<file path="src/rtl/multicycle_ctrl_pkg.sv">
// Shared definitions for the multicycle controller: FSM states, datapath
// select codes, ALU operation codes, opcodes and the immediate-format decode.
package multicycle_ctrl_pkg;

    typedef enum logic [3:0] {
        S_FETCH    = 4'd0,
        S_DECODE   = 4'd1,
        S_MEMADR   = 4'd2,
        S_MEMREAD  = 4'd3,
        S_MEMWB    = 4'd4,
        S_MEMWRITE = 4'd5,
        S_EXECUTER = 4'd6,
        S_EXECUTEI = 4'd7,
        S_ALUWB    = 4'd8,
        S_BEQ      = 4'd9,
        S_JAL      = 4'd10
    } state_t;

    localparam logic [1:0] ALUOP_ADD   = 2'b00;
    localparam logic [1:0] ALUOP_SUB   = 2'b01;
    localparam logic [1:0] ALUOP_FUNCT = 2'b10;

    localparam logic [2:0] ALU_ADD = 3'b000;
    localparam logic [2:0] ALU_SUB = 3'b001;
    localparam logic [2:0] ALU_AND = 3'b010;
    localparam logic [2:0] ALU_OR  = 3'b011;
    localparam logic [2:0] ALU_SLT = 3'b101;

    localparam logic [1:0] RES_ALUOUT    = 2'b00;
    localparam logic [1:0] RES_DATA      = 2'b01;
    localparam logic [1:0] RES_ALURESULT = 2'b10;

    localparam logic [1:0] SRCA_PC    = 2'b00;
    localparam logic [1:0] SRCA_OLDPC = 2'b01;
    localparam logic [1:0] SRCA_REGA  = 2'b10;

    localparam logic [1:0] SRCB_REGB = 2'b00;
    localparam logic [1:0] SRCB_IMM  = 2'b01;
    localparam logic [1:0] SRCB_FOUR = 2'b10;

    localparam logic [1:0] IMM_I = 2'b00;
    localparam logic [1:0] IMM_S = 2'b01;
    localparam logic [1:0] IMM_B = 2'b10;
    localparam logic [1:0] IMM_J = 2'b11;

    localparam logic [6:0] OP_LW    = 7'b0000011;
    localparam logic [6:0] OP_SW    = 7'b0100011;
    localparam logic [6:0] OP_RTYPE = 7'b0110011;
    localparam logic [6:0] OP_ITYPE = 7'b0010011;
    localparam logic [6:0] OP_BEQ   = 7'b1100011;
    localparam logic [6:0] OP_JAL   = 7'b1101111;

    // Immediate format depends only on the opcode; unknown opcodes use I.
    function automatic logic [1:0] imm_src_for(input logic [6:0] op);
        case (op)
            OP_SW:   return IMM_S;
            OP_BEQ:  return IMM_B;
            OP_JAL:  return IMM_J;
            default: return IMM_I;
        endcase
    endfunction

endpackage

</file>
<file path="src/rtl/multicycle_ctrl_alu_ctrl_dec.sv">
// ALU decoder: turns the FSM's coarse ALUOp plus instruction fields into
// the concrete ALU operation.
module alu_ctrl_dec
    import multicycle_ctrl_pkg::*;
(
    input  logic [1:0] alu_op_i,
    input  logic [2:0] funct3_i,
    input  logic       funct7b5_i,
    input  logic       op5_i,
    output logic [2:0] alu_control_o
);

    // Subtract only for R-type funct3=000 with bit 30 set; addi never subtracts.
    always_comb begin
        alu_control_o = ALU_ADD;
        case (alu_op_i)
            ALUOP_ADD: alu_control_o = ALU_ADD;
            ALUOP_SUB: alu_control_o = ALU_SUB;
            ALUOP_FUNCT: begin
                case (funct3_i)
                    3'b000:  alu_control_o = (funct7b5_i && op5_i) ? ALU_SUB : ALU_ADD;
                    3'b010:  alu_control_o = ALU_SLT;
                    3'b110:  alu_control_o = ALU_OR;
                    3'b111:  alu_control_o = ALU_AND;
                    default: alu_control_o = ALU_ADD;
                endcase
            end
            default: alu_control_o = ALU_ADD;
        endcase
    end

endmodule

</file>
<file path="src/rtl/multicycle_ctrl.sv">
// Moore-style control FSM for a multicycle RISC-V subset datapath
// (lw, sw, R-type, I-type ALU, beq, jal) with memory-ready stalls.
module multicycle_ctrl
    import multicycle_ctrl_pkg::*;
(
    input  logic       clk,
    input  logic       reset_n,
    input  logic [6:0] op,
    input  logic [2:0] funct3,
    input  logic       funct7b5,
    input  logic       zero,
    input  logic       mem_ready,
    output logic       pc_write,
    output logic       adr_src,
    output logic       mem_write,
    output logic       ir_write,
    output logic [1:0] result_src,
    output logic [1:0] alu_src_a,
    output logic [1:0] alu_src_b,
    output logic [2:0] alu_control,
    output logic [1:0] imm_src,
    output logic       reg_write,
    output logic       illegal_op,
    output logic [3:0] state
);

    state_t     state_q;
    state_t     state_d;
    logic [1:0] alu_op;
    logic       pc_update;
    logic       branch;
    logic       ir_write_raw;
    logic       mem_write_raw;
    logic       reg_write_raw;
    logic       illegal_raw;

    // State register; reset wins over any stall and returns to FETCH.
    always_ff @(posedge clk) begin
        if (!reset_n) begin
            state_q <= S_FETCH;
        end else begin
            state_q <= state_d;
        end
    end

    // Next-state and per-state control decode, everything defaults to 0.
    always_comb begin
        state_d       = state_q;
        adr_src       = 1'b0;
        result_src    = RES_ALUOUT;
        alu_src_a     = SRCA_PC;
        alu_src_b     = SRCB_REGB;
        alu_op        = ALUOP_ADD;
        pc_update     = 1'b0;
        branch        = 1'b0;
        ir_write_raw  = 1'b0;
        mem_write_raw = 1'b0;
        reg_write_raw = 1'b0;
        illegal_raw   = 1'b0;
        case (state_q)
            S_FETCH: begin
                alu_src_b    = SRCB_FOUR;
                result_src   = RES_ALURESULT;
                ir_write_raw = mem_ready;
                pc_update    = mem_ready;
                state_d      = mem_ready ? S_DECODE : S_FETCH;
            end
            S_DECODE: begin
                alu_src_a = SRCA_OLDPC;
                alu_src_b = SRCB_IMM;
                case (op)
                    OP_LW, OP_SW: state_d = S_MEMADR;
                    OP_RTYPE:     state_d = S_EXECUTER;
                    OP_ITYPE:     state_d = S_EXECUTEI;
                    OP_BEQ:       state_d = S_BEQ;
                    OP_JAL:       state_d = S_JAL;
                    default: begin
                        state_d     = S_FETCH;
                        illegal_raw = 1'b1;
                    end
                endcase
            end
            S_MEMADR: begin
                alu_src_a = SRCA_REGA;
                alu_src_b = SRCB_IMM;
                state_d   = (op == OP_LW) ? S_MEMREAD : S_MEMWRITE;
            end
            S_MEMREAD: begin
                adr_src = 1'b1;
                state_d = mem_ready ? S_MEMWB : S_MEMREAD;
            end
            S_MEMWB: begin
                result_src    = RES_DATA;
                reg_write_raw = 1'b1;
                state_d       = S_FETCH;
            end
            S_MEMWRITE: begin
                adr_src       = 1'b1;
                mem_write_raw = 1'b1;
                state_d       = mem_ready ? S_FETCH : S_MEMWRITE;
            end
            S_EXECUTER: begin
                alu_src_a = SRCA_REGA;
                alu_src_b = SRCB_REGB;
                alu_op    = ALUOP_FUNCT;
                state_d   = S_ALUWB;
            end
            S_EXECUTEI: begin
                alu_src_a = SRCA_REGA;
                alu_src_b = SRCB_IMM;
                alu_op    = ALUOP_FUNCT;
                state_d   = S_ALUWB;
            end
            S_ALUWB: begin
                reg_write_raw = 1'b1;
                state_d       = S_FETCH;
            end
            S_BEQ: begin
                alu_src_a = SRCA_REGA;
                alu_src_b = SRCB_REGB;
                alu_op    = ALUOP_SUB;
                branch    = 1'b1;
                state_d   = S_FETCH;
            end
            S_JAL: begin
                alu_src_a = SRCA_OLDPC;
                alu_src_b = SRCB_FOUR;
                pc_update = 1'b1;
                state_d   = S_ALUWB;
            end
            default: state_d = S_FETCH;
        endcase
    end

    alu_ctrl_dec u_alu_ctrl_dec (
        .alu_op_i      (alu_op),
        .funct3_i      (funct3),
        .funct7b5_i    (funct7b5),
        .op5_i         (op[5]),
        .alu_control_o (alu_control)
    );

    // Strobes are held low during reset so nothing is written while it is asserted.
    assign pc_write   = reset_n & (pc_update | (branch & zero));
    assign ir_write   = reset_n & ir_write_raw;
    assign mem_write  = reset_n & mem_write_raw;
    assign reg_write  = reset_n & reg_write_raw;
    assign illegal_op = reset_n & illegal_raw;
    assign imm_src    = imm_src_for(op);
    assign state      = state_q;

endmodule

</file>
<file path="config.mk">
export PLATFORM = sky130hd
export DESIGN_NAME = multicycle_ctrl
export DESIGN_NICKNAME = d
export VERILOG_FILES = /design/src/rtl/multicycle_ctrl_pkg.sv /design/src/rtl/multicycle_ctrl_alu_ctrl_dec.sv /design/src/rtl/multicycle_ctrl.sv
export SDC_FILE = /design/constraint.sdc
export NUM_CORES = 1
export LEC_CHECK = 0
export ABC_AREA = 0
export BUFFER_PORTS_ARGS = -buffer_cell sky130_fd_sc_hd__buf_2
export CORE_ASPECT_RATIO = 1.2
export CORE_UTILIZATION = 35
export CTS_CLUSTER_DIAMETER = 120
export DETAILED_ROUTE_END_ITERATION = 7
export PLACE_DENSITY = 0.68
export SLEW_MARGIN = 15
export SYNTH_ARGS = -nofsm -noshare
export SYNTH_HDL_FRONTEND = slang
export SYNTH_SLANG_ARGS = --single-unit
</file>
<file path="constraint.sdc">
create_clock -name clk -period 1.5 [get_ports clk]
set_clock_uncertainty 0.15 [all_clocks]
set_input_delay 0.075 -clock clk [delete_from_list [all_inputs] [get_ports clk]]
set_output_delay 0.075 -clock clk [all_outputs]
set_load 0.02 [all_outputs]
</file>
======== Word-level counts from Yosys, hierarchy flattened ========
Index checks and enable logic that the tools add are counted.
storage, ports and cells
  register bits ........................... 4
  latch bits .............................. 0
  RAM bits ................................ 0
  memory bits (read-only) ................. 0
  input port bits ......................... 15
  word-level logic and storage cells ...... 64
  memories kept ........................... 0
cells by class
  $add $sub $neg .......................... 0
  $mul .................................... 0
  divide/modulo/power cells ............... 0
  order comparisons ....................... 0
  eq/ne operators ......................... 21
  shifts and indexed selects .............. 0
  muxes and demuxes ....................... 22
  bitwise gates (word level) .............. 7
  reductions and logical operators ........ 13
operator list
  cell                                                                   number
  4-bit one-hot mux with 6 select lines                                  1
  4-bit one-hot mux with 5 select lines                                  1
  4-bit by 3-bit equality test with 1-bit output, second input constant  4
  2-bit one-hot mux with 2 select lines                                  4
  7-bit by 6-bit equality test with 1-bit output, second input constant  2
  7-bit equality test, second input constant                             2
  4-bit equality test, second input constant                             3
  3-bit one-hot mux with 4 select lines                                  1
  2-bit OR reduction                                                     6
  1-bit 2-to-1 mux                                                       9
  3-bit 2-to-1 mux                                                       3
  4-bit by 2-bit equality test with 1-bit output, second input constant  2
  7-bit by 2-bit equality test with 1-bit output, second input constant  1
  7-bit by 5-bit equality test with 1-bit output, second input constant  1
  1-bit bitwise AND                                                      6
  3-bit equality test, second input constant                             2
  2-bit one-hot mux with 3 select lines                                  1
  3-bit one-hot mux with 2 select lines                                  1
  3-bit OR reduction                                                     2
  6-bit OR reduction                                                     1
  4-bit by 1-bit equality test with 1-bit output, second input constant  1
  4-bit logical NOT                                                      1
  4-bit OR reduction                                                     1
  3-bit by 2-bit equality test with 1-bit output, second input constant  1
  6 further kinds                                                        6

======== Longest topological paths before layout ========
  depth in word-level cells ............... 5
  mapped depth ............................ 7
  mapped depth without buffers ............ 7

======== Modules after synthesis ========
Synthesis repeated with hierarchy kept, for this count alone.
unflattened totals
  cells, all modules ...................... 88
  area total of the unflattened synthesis .. 633.1 sq um
modules (own cells, without submodules)
  module           instances  cells each  area an instance (sq um)  sequential area each (sq um)
  multicycle_ctrl  1          77          536.8                     80.1
  alu_ctrl_dec     1          11          96.3                      0.0

======== Worst setup path after synthesis ========
Ideal clock, no wire load.
  path kind ............................... reg2out
  start ................................... register state_q[2], in the netlist state[2]
  end ..................................... output port alu_control[1]
  data arrival time ....................... 1790 ps
  required time ........................... 1275 ps
  path slack .............................. -515 ps
  stages on the path, launching flop included .. 7
  buffers on the path ..................... 1
  path through ............................ dfxtp_1 -> buf_1 -> nor2b_1 -> nand2_1 -> inv_1 -> ha_1 -> nor3_1
on the way
  longest elaborated chain between the ends .. 5
ends and longest elaborated chain
  item                                                                                          RTL line                            text
  start: declaration                                                                            multicycle_ctrl.sv:27               state_t state_q;
  start signal: assignment                                                                      multicycle_ctrl.sv:42               state_q <= state_d;
  4-bit by 3-bit equality test with 1-bit output                                                multicycle_ctrl.sv:60               case (state_q)
  2-bit OR reduction (no source line)                                                           -
  2-bit one-hot mux with 2 select lines (*)                                                     multicycle_ctrl.sv:60
  2-bit equality test / 2-bit by 1-bit equality test with 1-bit output (equally long branches)  multicycle_ctrl_alu_ctrl_dec.sv:16  case (alu_op_i)
  3-bit one-hot mux with 2 select lines (*)                                                     multicycle_ctrl_alu_ctrl_dec.sv:16
  end: declaration                                                                              multicycle_ctrl.sv:20               output logic [2:0] alu_control,
Mark *: on every way between the ends. The rest lies on a longest branch, timed or not.

======== Worst setup path after layout ========
Same ends and word-level chain as after synthesis.

==> results.json <==
{
  "status": "complete, but fails checks",
  "failed_checks": "setup timing",
  "syn_area_um2": 663,
  "period_minus_slack_ns": 1.73,
  "grt_first_pass_wirelength_um": 4060,
  "clock_latency_ns": 0.24,
  "post_drt_wl_per_cell_um": 16.9,
  "synthTopCellsByArea": "dfxtp_1 12%, nor2_1 5.7%, nor3_1 5.3%",
  "yosysWarnings": 0,
  "regArea_um2": 95.1,
  "dieArea_um2": 2070,
  "cts_buffer_depth": 2,
  "htreeDepth": 1,
  "grt_util_met1_pct": 24.0,
  "reg2reg_from": "state[2]",
  "remaining_drc_errors": 0,
  "track_usage_pct": 25.2,
  "grt_pass1_vias": 949,
  "dp.final_hpwl_um": 1690,
  "vias": 993,
  "drive_above_1_share_pct": 72.4,
  "synth_edf_count": 0,
  "cts_root_buf": "clkbuf_4",
  "grt.met3_usage_pct": 6.23,
  "power.leakage_nw": 0.624,
  "setup_viol": 15,
  "cpMaxStageDelayCell": "dfxtp_4",
  "ys_types": 40,
  "postRouteAntennaNets": 0,
  "min_from": "reset_n",
  "critical_path_required_ns": 1.27,
  "avgSynthCellArea_um2": 7.13,
  "critPathLaunchType": "flip-flop",
  "drt-initial-drc-count": 22,
  "setup_ws_ns": -0.234,
  "fp.dieW_um": 41.7,
  "drt_wl_total_um": 2870,
  "placed_cells": 154,
  "cp-end-kind": "primary output",
  "numPortBuffers": 35,
  "die_h_um": 49.7,
  "r2r_end": "state[2]",
  "core_um2": 1700,
  "fmax_mhz": 577,
  "grt.met2_usage_pct": 50.3,
  "firstDrtPassIters": 5,
  "synthFlopType": "dfxtp_1",
  "io_pins": 36,
  "fill_cells": 106,
  "fin_cells": 170,
  "syn_inst": 93,
  "total_power_mw": 0.448,
  "reg2reg_depth": 7,
  "slowest_delay_ns": 0.38,
  "rsz0062_at_grt": "yes",
  "place_congestion": 0.872,
  "synth_nets": 110,
  "numCtsBuffers": 3,
  "vias_per_cell": 5.84,
  "grt_antenna_before_repair": 0,
  "holdWs_ns": 0.0128,
  "ir_drop_mv": 0.304,
  "path_clk_slew_ns": 0.04,
  "crit_chain": "inv_4 > nor2_4 > and2_4 > ha_4 > nand2_4 > nor3_4 > buf_6",
  "clock_sinks": 4,
  "synth-seq-area-share_pct": 12.1,
  "multi_input_comb_area_um2": 778,
  "cp_top_family": "simple AND/OR/NAND/NOR gates",
  "nets": 170,
  "synth_area_leader_cell": "dfxtp_1",
  "fin_tns_setup_ns": -1.75,
  "holdPathEnd": "state[0]",
  "placementRows": 16,
  "ys_async_sr_fraction_pct": 0,
  "slew-limit-headroom_pct": 67.6,
  "worstSetupPathType": "flip-flop to primary output",
  "grt_max_degree": 11,
  "worstMarginPinSlew_ns": 0.485,
  "path_max_fanout": 4,
  "yosys.area.top_type_share_pct": 12.1,
  "top_usage_layer": "met2",
  "hp-class": "primary input to flip-flop",
  "grt_overflow": 0,
  "syn2layout_area_growth_pct": 108,
  "p_per_area_nw_per_um2": 325,
  "regToRegSetupSlack_ns": -0.05,
  "drv_slew": 0,
  "arrival_ns": 1.51,
  "hold_viol": 0,
  "n_antenna_cell": 0,
  "synth_seq_cells": 4,
  "cts_tree": "built",
  "largest_reg_flops": 4,
  "drv_cap": 0,
  "hold_path_depth": 3,
  "min_period_over_period_pct": 116,
  "start_util_pct": 39.0,
  "crit_buf_inv": 2
}
[routing by layer]
| metal | wire length (µm) | vias up |
|---|---|---|
| li1 | - | 458 |
| met1 | 1010 | 479 |
| met2 | 1650 | 46 |
| met3 | 117 | 10 |
| met4 | 95 | 0 |
| met5 | 0 | - |
[worst max path at each step]
| stage | slack, ns | cells after the start | startpoint | end |
|---|---|---|---|---|
| finish | -0.23 | 7 | state[2] | alu_control[1] |
| global route | -0.29 | 7 | state[2] | alu_control[1] |
| CTS | -0.20 | 6 | state[1] | alu_control[1] |
| detailed placement | -0.09 | 7 | state[2] | alu_control[1] |
| global placement | -0.04 | 6 | state[3] | alu_control[0] |
| floorplan | -0.08 | 6 | state[1] | alu_control[1] |
[timing repair]
item | CTS | global route
endpoints found under the hold margin | 1 | 0
endpoints found under the setup margin | 8 | 18
buffers inserted | 7 | 4
gates resized for setup | 35 | 34
hold buffers | 1 | 0
pin swaps | 8 | 7
[worst register-to-register path, delay by kind of cell, from the launching register on]
family | cells | cell delay (ns)
buffers and inverters | 3 | 0.41
AND/OR/NAND/NOR | 1 | 0.10
AO/OA/AOI/OAI | 3 | 0.44
flip-flops | 1 | 0.36
[Yosys cell counts, types with 3 or more instances]
cell type and instances:
a21oi_1 4, dfxtp_1 4, inv_1 5, nand2_1 9, nand2b_1 4, nor2_1 10, nor2b_1 3, nor3_1 7
o21ai_0 4
[cells by family after synthesis]
family	synth area share (%)
flip-flops	12.1
XOR/XNOR	3.96
AND/OR/NAND/NOR	48.1
multiplexers	1.51
buffers and inverters	10.4
AO/OA/AOI/OAI	20.2
adder cells (fa/ha/maj)	3.77
[power breakdown]
part / switching [mW] / total, mW / leakage [nW] / internal, mW
Clock: 0.0491 / 0.149 / 0.0150 / 0.100
Combinational: 0.103 / 0.192 / 0.574 / 0.0892
Sequential: 0.00384 / 0.107 / 0.0355 / 0.103
[final cells by class]
cell class / instances / area share, %
Multi-Input combinational cell: 79 / 56.3
Timing Repair Buffer: 60 / 31.7
Sequential cell: 4 / 6.88
Clock buffer: 4 / 1.90
Tap cell: 18 / 1.63
Inverter: 5 / 1.54
[per-stage QoR]
step | setup WS, ns | cell area (µm²) | util (%)
5_1_grt | -0.286 | 1380 | 81.2
4_1_cts | -0.204 | 1200 | 70.8
6_report | -0.234 | 1380 | 81.2
3_3_place_gp | -0.0395 | 983 | 57.8
3_5_place_dp | -0.0863 | 983 | 57.8
2_1_floorplan | -0.0840 | 743 | -
[cell usage in the layout, fill, tap and decap left out, drive strengths merged, types with 3 or more instances in the layout]
cell	instances
a21oi	4
buf	59
clkbuf	4
dfxtp	4
inv	5
nand2	9
nand2b	5
nor2	10
nor2b	3
nor3	7
o21ai	4
Power figures use the tool's default switching activity.
